--- src/rtl/ahb_reg_pkg.sv ---
// Shared types and AHB-Lite encodings for the AHB-to-register-bus bridge.
package ahb_reg_pkg;

  typedef enum logic [1:0] {
    ST_IDLE,
    ST_ACCESS,
    ST_ERR1,
    ST_ERR2
  } state_t;

  localparam logic [1:0] HTRANS_IDLE   = 2'b00;
  localparam logic [1:0] HTRANS_BUSY   = 2'b01;
  localparam logic [1:0] HTRANS_NONSEQ = 2'b10;
  localparam logic [1:0] HTRANS_SEQ    = 2'b11;

  localparam logic [2:0] HSIZE_BYTE  = 3'd0;
  localparam logic [2:0] HSIZE_HALF  = 3'd1;
  localparam logic [2:0] HSIZE_WORD  = 3'd2;
  localparam logic [2:0] HSIZE_DWORD = 3'd3;

endpackage

--- src/rtl/ahb_strb_gen.sv ---
// Byte-strobe decoder: maps hsize and low address bits to lane strobes and
// flags sizes wider than the bus or addresses not aligned to the size.
module ahb_strb_gen #(
  parameter int DW = 32
) (
  input  logic [2:0]                 i_hsize,
  input  logic [$clog2(DW/8)-1:0]    i_addr,
  output logic [DW/8-1:0]            o_strb,
  output logic                       o_illegal
);
  localparam int NB = DW / 8;
  localparam int LB = $clog2(NB);

  logic w_too_wide;
  logic w_misaligned;

  always_comb begin
    w_too_wide   = (i_hsize > 3'(LB));
    w_misaligned = 1'b0;
    o_strb       = '0;
    if (!w_too_wide) begin
      w_misaligned = ((int'(i_addr) & ((1 << i_hsize) - 1)) != 0);
      // A lane is enabled when it falls in the same size-aligned block as the address
      for (int i = 0; i < NB; i++) begin
        if ((i >> i_hsize) == (int'(i_addr) >> i_hsize)) o_strb[i] = 1'b1;
      end
    end
    o_illegal = w_too_wide | w_misaligned;
  end

endmodule

--- src/rtl/ahb_reg_bridge.sv ---
// AHB-Lite slave to simple register request bus, with wait-state stretching,
// two-cycle ERROR response and an optional access timeout.
module ahb_reg_bridge
  import ahb_reg_pkg::*;
#(
  parameter int DW      = 32,
  parameter int AW      = 16,
  parameter int TIMEOUT = 64
) (
  input  logic              hclk,
  input  logic              hreset,
  input  logic              hsel,
  input  logic              hready,
  input  logic [1:0]        htrans,
  input  logic              hwrite,
  input  logic [31:0]       haddr,
  input  logic [2:0]        hsize,
  input  logic [DW-1:0]     hwdata,
  output logic [DW-1:0]     hrdata,
  output logic              hreadyout,
  output logic              hresp,
  output logic              mreq,
  output logic              mwrite,
  output logic [AW-1:0]     maddr,
  output logic [DW/8-1:0]   mstrb,
  output logic [DW-1:0]     mdata,
  input  logic [DW-1:0]     sdata,
  input  logic              sready,
  input  logic              sresp
);
  localparam int NB = DW / 8;
  localparam int LB = $clog2(NB);
  localparam int CW = (TIMEOUT > 0) ? $clog2(TIMEOUT + 1) : 1;
  localparam logic [CW-1:0] WAIT_LAST = CW'((TIMEOUT > 0) ? TIMEOUT - 1 : 0);
  localparam logic [CW-1:0] WAIT_MAX  = CW'(TIMEOUT);

  state_t          r_state, w_next;
  logic [AW-1:0]   r_addr;
  logic            r_write;
  logic [NB-1:0]   r_strb;
  logic [CW-1:0]   r_wait;

  logic [NB-1:0]   w_strb;
  logic            w_illegal;
  logic            w_accept;
  logic            w_timeout;
  logic            w_unused;

  assign w_unused = ^{haddr[31:AW], htrans[0]};

  ahb_strb_gen #(.DW(DW)) u_strb_gen (
    .i_hsize   (hsize),
    .i_addr    (haddr[LB-1:0]),
    .o_strb    (w_strb),
    .o_illegal (w_illegal)
  );

  // Only sample an address phase while this slave itself is ready
  assign w_accept  = hsel & hready & htrans[1] & hreadyout;
  assign w_timeout = (TIMEOUT != 0) && !sready && (r_wait == WAIT_LAST);

  always_ff @(posedge hclk or posedge hreset) begin
    if (hreset) begin
      r_state <= ST_IDLE;
      r_addr  <= '0;
      r_write <= 1'b0;
      r_strb  <= '0;
      r_wait  <= '0;
    end else begin
      r_state <= w_next;
      if (w_accept) begin
        r_addr  <= haddr[AW-1:0];
        r_write <= hwrite;
        r_strb  <= w_strb;
        r_wait  <= '0;
      end else if (r_state == ST_ACCESS && !sready && r_wait != WAIT_MAX) begin
        r_wait <= r_wait + CW'(1);
      end
    end
  end

  always_comb begin
    w_next    = r_state;
    hreadyout = 1'b1;
    hresp     = 1'b0;
    mreq      = 1'b0;
    hrdata    = '0;
    mdata     = '0;
    case (r_state)
      ST_IDLE, ST_ERR2: begin
        hresp = (r_state == ST_ERR2);
        if (w_accept) w_next = w_illegal ? ST_ERR1 : ST_ACCESS;
        else          w_next = ST_IDLE;
      end
      ST_ACCESS: begin
        mreq      = 1'b1;
        mdata     = hwdata;
        hreadyout = sready & ~sresp;
        if (sready && sresp) begin
          w_next = ST_ERR1;
        end else if (sready) begin
          if (!r_write) hrdata = sdata;
          if (w_accept) w_next = w_illegal ? ST_ERR1 : ST_ACCESS;
          else          w_next = ST_IDLE;
        end else if (w_timeout) begin
          w_next = ST_ERR1;
        end
      end
      ST_ERR1: begin
        hreadyout = 1'b0;
        hresp     = 1'b1;
        w_next    = ST_ERR2;
      end
      default: w_next = ST_IDLE;
    endcase
  end

  assign mwrite = r_write;
  assign maddr  = r_addr;
  assign mstrb  = r_strb;

endmodule

--- config.mk ---
export PLATFORM = sky130hd
export DESIGN_NAME = ahb_reg_bridge
export DESIGN_NICKNAME = d
export VERILOG_FILES = /design/src/rtl/ahb_reg_pkg.sv /design/src/rtl/ahb_strb_gen.sv /design/src/rtl/ahb_reg_bridge.sv
export SDC_FILE = /design/constraint.sdc
export NUM_CORES = 1
export LEC_CHECK = 0
export CAP_MARGIN = 20
export CELL_PAD_IN_SITES_DETAIL_PLACEMENT = 1
export CELL_PAD_IN_SITES_GLOBAL_PLACEMENT = 1
export CORE_MARGIN = 1.5
export CORE_UTILIZATION = 18
export CTS_CLUSTER_DIAMETER = 200
export CTS_CLUSTER_SIZE = 20
export DETAILED_ROUTE_END_ITERATION = 8
export GPL_TIMING_DRIVEN = 0
export PLACE_DENSITY_LB_ADDON = 0.1
export SETUP_SLACK_MARGIN = 0.15
export SLEW_MARGIN = 20
export SYNTH_ARGS = -nofsm -noshare
export SYNTH_HDL_FRONTEND = slang
export SYNTH_SLANG_ARGS = --single-unit
export TNS_END_PERCENT = 20
--- constraint.sdc ---
create_clock -name hclk -period 2.54 [get_ports hclk]
set_input_delay 0.508 -clock hclk [delete_from_list [all_inputs] [get_ports hclk]]
set_output_delay 0.508 -clock hclk [all_outputs]
set_load 0.02 [all_outputs]
==> impl_metrics.toml <==
[run_status]
status = "finished clean"

[detailed_routing]
drc_errors = 0
via_per_inst = 4.03
wl_per_cell_um = 14.1
drtPass1Iterations = 4
postRouteAntennaNets = 0
wl_um = 7870
drt_iter0_drc = 80
num_vias = 2242

[floorplanning]
fp-row-count = 36
pin_count = 196
start_util_pct = 18.8
die_y_um = 105
die_area_um2 = 10900
core-area_um2 = 9910
die_w_um = 105

[power]
p_switching_mw = 0.976
leakage_nw = 1.97
p_total_mw = 2.59
p_sw_share_pct = 37.7
ir_worst_vdd_mv = 0.405
pwr-share-seq_pct = 29.5
power_frac_clock_pct = 18.1
cellInternalPower_mw = 1.61
combPwrFrac_pct = 52.4
power_density_nw_per_um2 = 661

[finish]
nFillCells = 1186
fin_nets = 536
antennaDiodeCount = 0
fin_area_um2 = 3910
areaGrowthSynthToFinish_pct = 110
drive_gt1_share_pct = 17.9
final_common_cell = "clkdlybuf4s50_1"
layout_common_cells = "clkdlybuf4s50_1, and2_1, nand2_1"

[timing]
rsz0062_at_grt = "true"
slew_viol_final = 0
tightestPinTransition_ps = 644
finalCriticalPeriod_ps = 2360
layout_setup_ws_ps = 178
timing.final.crit_share_pct = 93.0
setup-violations-final = 0
fmax_mhz = 423
setup_tns_ps = 0
slew_headroom_pct = 57.0
hold-worst-slack_ps = 473
clock_skew_ps = 3.13
finalHoldViolCount = 0

[global_routing]
grt_max_degree = 31
antenna_found_initial = 0
grt_pass1_wl_um = 12400
grt_pass1_vias = 2321
overflow = 0
grt_util_all_layers_pct = 14.2

[yosys]
synth_cells = 228
avgSynthCellArea_um2 = 8.15
syn-cell-area_um2 = 1860
synth_cell_types = 37
syn_nets = 341
ys_seq_area_share_pct = 40.4
yosysWarnings = 0
ys_ff_latch = 30

[hold_path]
hold_class = "register to register"

[placement]
gp_congestion = 0.742
hpwl_um = 6360
port_buffers = 178
place_ws_ps = -737
placed_area_um2 = 3810

[worst_setup_path]
critPathMaxFanout = 7
endpoint_kind = "primary output"
startpoint_type = "register"
path_class = "register to primary output"
critPathRequiredTime_ps = 2030
critical_path_arrival_ps = 1850

[clock_tree]
h-tree-depth = 2
root_buffer = "clkbuf_8"
clock_sinks = 30
cts_buffers = 5
clk_pin_slew_ps = 60
cts.path.max_buffers = 2
tritoncts = "built"
clock_latency_ps = 280

[flow_run]
max-cap-violations = 0
metrics by stage:
step	utilization, %	std cells
CTS	39.2	555
global placement	38.4	539
floorplan	-	228
finish	39.5	557
detailed placement	38.4	539
global route	39.5	557
worst paths after layout:
kind / from / endpoint / slack, ps / depth (start not counted)
worst min register to register: maddr[14]$_DFFE_PP0N_ / maddr[14]$_DFFE_PP0N_ / 470 / 2
min in group asynchronous: hreset / maddr[0]$_DFFE_PP0N_ / 630 / 2
max in group asynchronous: hreset / r_wait[1]$_DFFE_PP0P_ / 1480 / 2
worst max register to register: r_state[0]$_DFFE_PP0P_ / mstrb[0]$_DFFE_PP0N_ / 620 / 9
worst min-delay path: maddr[14]$_DFFE_PP0N_ / maddr[14]$_DFFE_PP0N_ / 470 / 2
worst max-delay path: r_state[1]$_DFFE_PP0P_ / hrdata[3] / 180 / 9
metal layers:
metal	up-vias	global-route usage, %	wire length (µm)
met5	-	0	0
met4	0	2.74	59
met3	7	4.05	623
met2	92	26.4	4030
met1	1030	16.0	3150
li1	1113	-	-
cell families (layout without fill, tap and decap cells):
group	count (synthesis)	after routing	share of synthesized area, %
compound gates	23	23	8.68
buf+inv	21	217	4.71
mux	1	1	0.538
fa+ha+maj	5	5	3.36
flops	30	30	40.4
xor+xnor	5	5	2.36
simple gates	143	143	40.0
cell usage after synthesis:
cell type | count | area share (%)
o21bai_1 | 1 | 0.40
or2_2 | 1 | 0.34
xor2_1 | 3 | 1.4
ha_1 | 5 | 3.4
a211oi_1 | 1 | 0.40
nand3_1 | 3 | 0.81
o21ai_4 | 1 | 0.88
nand2_1 | 57 | 12
clkbuf_1 | 6 | 1.2
nor3b_1 | 1 | 0.40
dfrtp_1 | 30 | 40
and2_1 | 64 | 22
nor2_1 | 5 | 1.0
buf_2 | 4 | 1.1
nand3b_1 | 1 | 0.40
a21oi_2 | 1 | 0.47
o31ai_1 | 6 | 2.4
nor2_2 | 2 | 0.67
xnor2_1 | 2 | 0.94
o211ai_1 | 1 | 0.40
o21ai_0 | 4 | 1.1
or2_1 | 1 | 0.34
and2b_2 | 1 | 0.47
o22ai_1 | 1 | 0.34
mux2i_1 | 1 | 0.54
a21oi_1 | 3 | 0.81
o21ai_1 | 1 | 0.27
a21o_1 | 1 | 0.40
nor4_1 | 1 | 0.34
nor3_1 | 2 | 0.54
buf_4 | 1 | 0.40
a31oi_1 | 1 | 0.34
or4_4 | 1 | 0.61
and3_1 | 1 | 0.34
inv_1 | 10 | 2.0
nand4_1 | 2 | 0.67
o22a_1 | 1 | 0.47
sequential cells by signal, indices dropped and copies added (netlist names):
| register | cells |
|---|---|
| mstrb | 4 |
| mwrite | 1 |
| r_state | 2 |
| r_wait | 7 |
| maddr | 16 |
cell type report:
cell class	count	area, µm²	share of cell area [%]
Multi-Input combinational cell	177	1050	26.9
Clock inverter	3	40.0	1.02
Tap cell	133	166	4.26
Buffer	11	83.8	2.14
Clock buffer	5	68.8	1.76
Inverter	10	37.5	0.960
Sequential cell	30	751	19.2
Timing Repair Buffer	188	1710	43.7
power groups by stage:
| stage | combinational [mW] | clock (mW) | sequential [mW] |
|---|---|---|---|
| 2_1_floorplan | 0.448 | 0 | 0.951 |
| 3_3_place_gp | 1.35 | 0 | 0.762 |
| 3_5_place_dp | 1.37 | 0 | 0.775 |
| 4_1_cts | 1.37 | 0.483 | 0.770 |
| 5_1_grt | 1.46 | 0.510 | 0.790 |
| 6_report | 1.36 | 0.468 | 0.763 |
worst max-delay path: stages, from the launching register on:
cell	delay, ps
dfrtp_1	390
inv_2	80
ha_4	170
nand3b_1	180
nor2_4	220
buf_6	120
buf_6	80
buf_8	90
and2_4	130
buf_6	110
what timing repair did:
item                       in CTS  in global routing
hold buffers                    0                  0
gates resized for setup       185                  8
buffers inserted                7                  2
hold endpoints to repair        0                  0
setup endpoints to repair      65                 35
cloned                          1                  0
pin swaps                       3                  5
No activity file was read; power rests on OpenSTA's default activity.
